File: config.mk
export PLATFORM = sky130hd
export DESIGN_NAME = pc_ctrl
export DESIGN_NICKNAME = d
export VERILOG_FILES = /design/src/rtl/pc_pkg.sv /design/src/rtl/pc_ctrl_en_reg.sv /design/src/rtl/pc_ctrl.sv
export SDC_FILE = /design/constraint.sdc
export NUM_CORES = 1
export LEC_CHECK = 0
export ABC_AREA = 1
export ABC_CLOCK_PERIOD_IN_PS = 3200
export CAP_MARGIN = 15
export CELL_PAD_IN_SITES_DETAIL_PLACEMENT = 1
export CELL_PAD_IN_SITES_GLOBAL_PLACEMENT = 1
export CORE_ASPECT_RATIO = 0.9
export CORE_UTILIZATION = 34
export CTS_BUF_LIST = sky130_fd_sc_hd__clkbuf_8 sky130_fd_sc_hd__clkbuf_16
export DETAILED_ROUTE_END_ITERATION = 7
export PLACE_DENSITY = 0.88
export SYNTH_ARGS = -nofsm -noshare
export SYNTH_HDL_FRONTEND = slang
export SYNTH_SLANG_ARGS = --single-unit
File: constraint.sdc
create_clock -name clk -period 3.2 [get_ports clk]
set_clock_uncertainty 0.1 [all_clocks]
set_input_delay 0.48 -clock clk [delete_from_list [all_inputs] [get_ports clk]]
set_output_delay 0.48 -clock clk [all_outputs]
set_load 0.05 [all_outputs]
File: src/rtl/pc_pkg.sv
// Shared definitions for the program-counter controller.
//   pc_state_e            : controller state (boot hold, running, debug halt)
//   CAUSE_INSN_MISALIGNED : cause code recorded for a misaligned jump/branch target
//   ialign_legal()        : elaboration-time check of the instruction alignment parameter
package pc_pkg;

  typedef enum logic [1:0] {
    StBoot,
    StRun,
    StHalted
  } pc_state_e;

  localparam logic [3:0] CAUSE_INSN_MISALIGNED = 4'd0;

  // Only 16-bit (compressed) and 32-bit instruction alignment are meaningful.
  function automatic bit ialign_legal(int unsigned ialign);
    return (ialign == 2) || (ialign == 4);
  endfunction

endpackage

File: src/rtl/pc_ctrl_en_reg.sv
// Enabled register with synchronous active-high reset to a parameterised value.
// Ports:
//   clk, rst : clock, synchronous active-high reset
//   en       : load enable
//   d        : data in
//   q        : registered data out
module en_reg #(
  parameter int unsigned        WIDTH       = 32,
  parameter logic [WIDTH-1:0]   RESET_VALUE = '0
) (
  input  logic             clk,
  input  logic             rst,
  input  logic             en,
  input  logic [WIDTH-1:0] d,
  output logic [WIDTH-1:0] q
);

  always_ff @(posedge clk) begin
    if (rst) begin
      q <= RESET_VALUE;
    end else if (en) begin
      q <= d;
    end
  end

endmodule

File: src/rtl/pc_ctrl.sv
// Program-counter controller for the multicycle RV32I core.
// Holds PC, OldPC (PC of the fetched instruction) and EPC, and chooses the next PC
// among the sequential/branch target, the trap vector and the mret return address.
// Misaligned targets trap instead of loading; a boot-hold counter masks requests
// after reset; debug halt freezes all architectural state.
// Ports:
//   clk, rst       : clock, synchronous active-high reset
//   pc_next        : candidate PC from the ALU/result mux
//   pc_write       : load pc_next into PC
//   old_pc_write   : capture current PC into OldPC (fetch cycle)
//   trap_req       : take a trap with cause trap_cause
//   mret_req       : return from trap (PC <= EPC)
//   halt_req       : enter debug halt
//   resume_req     : leave debug halt
//   pc_out         : current PC
//   old_pc_out     : PC of the instruction in flight
//   epc_out        : saved exception PC
//   cause_out      : last trap cause
//   misalign_fault : one-cycle pulse after a misaligned target was rejected
//   running        : high only while in the run state
module pc_ctrl
  import pc_pkg::*;
#(
  parameter int unsigned       XLEN         = 32,
  parameter logic [XLEN-1:0]   RESET_VECTOR = 32'h0000_0020,
  parameter logic [XLEN-1:0]   TRAP_VECTOR  = 32'h0000_0004,
  parameter int unsigned       IALIGN       = 4,
  parameter int unsigned       BOOT_HOLD    = 2
) (
  input  logic            clk,
  input  logic            rst,
  input  logic [XLEN-1:0] pc_next,
  input  logic            pc_write,
  input  logic            old_pc_write,
  input  logic            trap_req,
  input  logic [3:0]      trap_cause,
  input  logic            mret_req,
  input  logic            halt_req,
  input  logic            resume_req,
  output logic [XLEN-1:0] pc_out,
  output logic [XLEN-1:0] old_pc_out,
  output logic [XLEN-1:0] epc_out,
  output logic [3:0]      cause_out,
  output logic            misalign_fault,
  output logic            running
);

  if (!ialign_legal(IALIGN)) begin : g_bad_ialign
    $error("pc_ctrl: IALIGN must be 2 or 4");
  end

  localparam int unsigned     CNT_W       = (BOOT_HOLD > 1) ? $clog2(BOOT_HOLD) : 1;
  localparam logic [CNT_W-1:0] CNT_LAST   = CNT_W'(BOOT_HOLD - 1);
  localparam logic [XLEN-1:0] ALIGN_MASK  = XLEN'(IALIGN - 1);
  // With no hold configured, reset lands directly in the run state.
  localparam pc_state_e       RESET_STATE = (BOOT_HOLD == 0) ? StRun : StBoot;

  pc_state_e        state_q, state_d;
  logic [CNT_W-1:0] cnt_q, cnt_d;
  logic             fault_q, fault_d;
  logic             running_q;

  logic             pc_en, old_pc_en, epc_en, cause_en;
  logic [XLEN-1:0]  pc_d;
  logic [3:0]       cause_d;
  logic             target_misaligned;

  assign target_misaligned = |(pc_next & ALIGN_MASK);

  // Next-state and update selection.
  always_comb begin
    state_d   = state_q;
    cnt_d     = cnt_q;
    fault_d   = 1'b0;
    pc_en     = 1'b0;
    pc_d      = pc_next;
    old_pc_en = 1'b0;
    epc_en    = 1'b0;
    cause_en  = 1'b0;
    cause_d   = trap_cause;

    unique case (state_q)
      StBoot: begin
        if (cnt_q == CNT_LAST) begin
          state_d = StRun;
        end else begin
          cnt_d = cnt_q + CNT_W'(1);
        end
      end

      StRun: begin
        // OldPC samples the pre-update PC, so it can share the cycle with pc_write.
        old_pc_en = old_pc_write;
        if (trap_req) begin
          pc_en    = 1'b1;
          pc_d     = TRAP_VECTOR;
          epc_en   = 1'b1;
          cause_en = 1'b1;
          cause_d  = trap_cause;
        end else if (pc_write && target_misaligned) begin
          pc_en    = 1'b1;
          pc_d     = TRAP_VECTOR;
          epc_en   = 1'b1;
          cause_en = 1'b1;
          cause_d  = CAUSE_INSN_MISALIGNED;
          fault_d  = 1'b1;
        end else if (mret_req) begin
          pc_en = 1'b1;
          pc_d  = epc_out;
        end else if (pc_write) begin
          pc_en = 1'b1;
          pc_d  = pc_next;
        end
        // The update above still lands on the halting edge.
        if (halt_req) begin
          state_d = StHalted;
        end
      end

      StHalted: begin
        if (resume_req) begin
          state_d = StRun;
        end
      end

      default: begin
        state_d = RESET_STATE;
      end
    endcase
  end

  always_ff @(posedge clk) begin
    if (rst) begin
      state_q   <= RESET_STATE;
      cnt_q     <= '0;
      fault_q   <= 1'b0;
      running_q <= 1'b0;
    end else begin
      state_q   <= state_d;
      cnt_q     <= cnt_d;
      fault_q   <= fault_d;
      running_q <= (state_d == StRun);
    end
  end

  en_reg #(
    .WIDTH       (XLEN),
    .RESET_VALUE (RESET_VECTOR)
  ) u_pc_reg (
    .clk (clk),
    .rst (rst),
    .en  (pc_en),
    .d   (pc_d),
    .q   (pc_out)
  );

  en_reg #(
    .WIDTH       (XLEN),
    .RESET_VALUE (RESET_VECTOR)
  ) u_old_pc_reg (
    .clk (clk),
    .rst (rst),
    .en  (old_pc_en),
    .d   (pc_out),
    .q   (old_pc_out)
  );

  en_reg #(
    .WIDTH       (XLEN),
    .RESET_VALUE ('0)
  ) u_epc_reg (
    .clk (clk),
    .rst (rst),
    .en  (epc_en),
    .d   (old_pc_out),
    .q   (epc_out)
  );

  en_reg #(
    .WIDTH       (4),
    .RESET_VALUE (4'd0)
  ) u_cause_reg (
    .clk (clk),
    .rst (rst),
    .en  (cause_en),
    .d   (cause_d),
    .q   (cause_out)
  );

  assign misalign_fault = fault_q;
  assign running        = running_q;

endmodule
==> flow_summary.json <==
{
  "fmax_ghz": 0.415,
  "final.fill_count": 1585,
  "r2r-start": "state_q[0]$_SDFF_PP0_",
  "setup_violations": 0,
  "whs_endpoint": "u_cause_reg.q[3]$_SDFFE_PP0P_",
  "cts_sinks": 105,
  "final_hold_viol_count": 0,
  "crit_family": "simple AND/OR/NAND/NOR gates",
  "postLayoutCellArea_mm2": 0.00622,
  "grt_pass1_wl_um": 25500,
  "period_needed_ns": 2.41,
  "outcome": "finished, final reports clean",
  "placed_cell_area_mm2": 0.00593,
  "antenna_found_initial": 0,
  "synth_warnings": 0,
  "place_ws_ns": 0.444,
  "dieArea_mm2": 0.0136,
  "path_common_cell": "nand2_4",
  "leakage_nw": 2.48,
  "syn2layout_area_growth_pct": 39.4,
  "synth_top_family_by_area": "simple AND/OR/NAND/NOR gates",
  "num_vias": 4704,
  "rsz0062_at_grt": "false",
  "fin_total_pwr_mw": 3.26,
  "n_antenna_cell": 0,
  "maxCapViolations": 0,
  "tns_ns": 0,
  "netlist_instances": 640,
  "syn_nets": 684,
  "grt_overflow": 0,
  "wl_um": 15700,
  "path_class": "in -> reg",
  "core_mm2": 0.0127,
  "critPathMaxFanout": 61,
  "max_slew_margin_pct": 43.9,
  "p_int_mw": 2.22,
  "synth_fa_ha_area_share_pct": 0,
  "holdPathStages": 2,
  "critPathBufInv": 1,
  "share_comb_of_total_power_pct": 22.1,
  "grt_pass1_vias": 5009,
  "dp_hpwl_um": 10600,
  "layout_common_cells": "184 x nand2_1, 144 x clkdlybuf4s50_1, 105 x dfxtp_1",
  "final_common_cell": "nand2_1",
  "grt_max_degree": 72,
  "wire_per_inst_um": 16.9,
  "synth_simple_gate_area_share_pct": 31.8,
  "slew_violations": 0,
  "ys_ff_latch": 105,
  "cts_max_level": 3,
  "sw_frac_of_total_pct": 31.9,
  "worstSkewPairLatency_ns": 0.34,
  "min_from": "u_cause_reg.q[3]$_SDFFE_PP0P_",
  "synth_cell_type_count": 20,
  "fin_crit_sh_pct": 75.4,
  "crit_slowest_cell": "nand2_4",
  "muxShareOfSynthArea_pct": 0,
  "arrival_ns": 2.57,
  "path_cells": "clkdlybuf4s50_1 -> o21ai_4 -> nand2_4 -> nand2_4 -> nand2_1 -> a21oi_1",
  "ant_nets": 0,
  "pwr-share-seq_pct": 43.8,
  "peakVddDrop_mv": 0.241,
  "hold_buffers": 0,
  "grt_use_total_pct": 24.0,
  "ys_seq_area_share_pct": 47.1,
  "synth_xor_area_share_pct": 0,
  "post-route-drc-count": 0,
  "p_switching_mw": 1.04,
  "cts-resized-gates": 0,
  "drive_gt1_share_pct": 4.58,
  "firstDrtPassIters": 4,
  "setup_ws_ns": 0.787,
  "worst_pin_slew_ns": 0.841,
  "cts_setup_buffers": 0,
  "hp-class": "reg -> reg",
  "start_util_pct": 35.1,
  "synth.top_cells.by_area": "dfxtp_1 47%, nand2_1 15%, a21oi_1 11%, nand3_1 8.6%, nor2_1 6.5%",
  "synth-compound-area-share_pct": 11.7,
  "netlist.area_leader.share_pct": 47.1,
  "nNetsFinal": 803,
  "critPathLaunchType": "primary input",
  "syn_area_mm2": 0.00446,
  "pwr-share-clk_pct": 34.1,
  "io_buffers": 145,
  "cts_tree": "yes",
  "fin_util_pct": 48.9,
  "synth_largest_area_cell": "dfxtp_1",
  "reg2reg_to": "u_pc_reg.q[1]$_SDFFE_PP0P_",
  "end_kind": "register",
  "rows": 39,
  "clkTransAtPathRegs_ns": 0.07,
  "clock_path_buffers": 2,
  "p_per_area_mw_per_mm2": 523,
  "slowest_delay_ns": 0.63,
  "r2r_slack_ns": 0.87,
  "gp_congestion": 0.804,
  "first_iter_violations": 187,
  "reg2reg_depth": 6,
  "boundaryPins": 146,
  "cts_made_buffers": 9,
  "routed_via_density": 5.07,
  "synth_area_per_cell_um2": 6.98,
  "fp.dieW_um": 123,
  "cts_root_buf": "clkbuf_16",
  "die_y_um": 111,
  "required_ns": 3.36
}
## tightest hold or removal path: stages, from the launching register on
cell	delay [ns]
dfxtp_1	0.31
nand2_1	0.06
a21oi_1	0.05
## flip-flops by register name (all words and copies together), names as in the netlist
name            count
running             1
misalign_fault      1
u_epc_reg.q        32
u_old_pc_reg.q     32
u_pc_reg.q         32
u_cause_reg.q       4
state_q             2
cnt_q               1
## Yosys cell counts
master and number:
buf_1 5, nand2_4 2, o211ai_1 1, a21oi_1 100, or2_2 1, clkbuf_1 17
inv_2 4, buf_2 11, nand2_2 2, nor4_1 1, nor2_1 77, inv_1 37
buf_4 7, buf_6 6, o21ai_4 1, nand2_1 184, nand3b_1 1, inv_4 1
nand3_1 77, dfxtp_1 105
## worst max-delay path by stage
| stage | start | end | slack [ns] | cells past startpoint |
|---|---|---|---|---|
| 2_1_floorplan | mret_req | u_pc_reg.q[24]$_SDFFE_PP0P_ | 1.72 | 8 |
| 3_3_place_gp | pc_next[1] | u_pc_reg.q[18]$_SDFFE_PP0P_ | 0.55 | 6 |
| 3_5_place_dp | pc_next[1] | u_epc_reg.q[31]$_SDFFE_PP0P_ | 0.44 | 6 |
| 4_1_cts | pc_next[1] | u_pc_reg.q[1]$_SDFFE_PP0P_ | 0.77 | 6 |
| 5_1_grt | pc_next[1] | u_epc_reg.q[26]$_SDFFE_PP0P_ | 0.61 | 6 |
| 6_report | pc_next[1] | u_pc_reg.q[1]$_SDFFE_PP0P_ | 0.79 | 6 |
## layer usage
layer / global-route usage, % / vias to the layer above / routed length, um
li1: - / 2272 / -
met1: 28.2 / 2290 / 6740
met2: 43.1 / 119 / 7930
met3: 4.63 / 23 / 689
met4: 7.40 / 0 / 315
met5: 0 / - / 0
## area by class of cell
class / instances / area, um2 / area share [%]
multi-input combinational: 447 / 1940 / 31.2
clock inverter: 6 / 60.1 / 0.965
inverter: 42 / 160 / 2.57
tap: 164 / 205 / 3.30
timing repair buffer: 154 / 1510 / 24.3
clock buffer: 10 / 239 / 3.84
sequential: 105 / 2100 / 33.8
## metrics by stage
| step | hold WS, ns | cells |
|---|---|---|
| after floorplan | 0.341 | 640 |
| after global placement | 0.351 | 912 |
| after detailed placement | 0.360 | 912 |
| after CTS | 0.369 | 928 |
| after global routing | 0.396 | 928 |
| final | 0.370 | 928 |
## power by group through the flow
stage               Clock, mW  Combinational, mW  Sequential [mW]
floorplan                   0              0.287             1.64
global placement            0              0.698             1.45
detailed placement          0              0.720             1.46
CTS                      1.13              0.728             1.43
global route             1.18              0.778             1.43
finish                   1.11              0.721             1.43
## cell families after synthesis
logic type | after synthesis
flip-flops | 105
AND/OR/NAND/NOR | 345
AO/OA/AOI/OAI | 102
buffers and inverters | 88
Power figures use the tool's default switching activity.
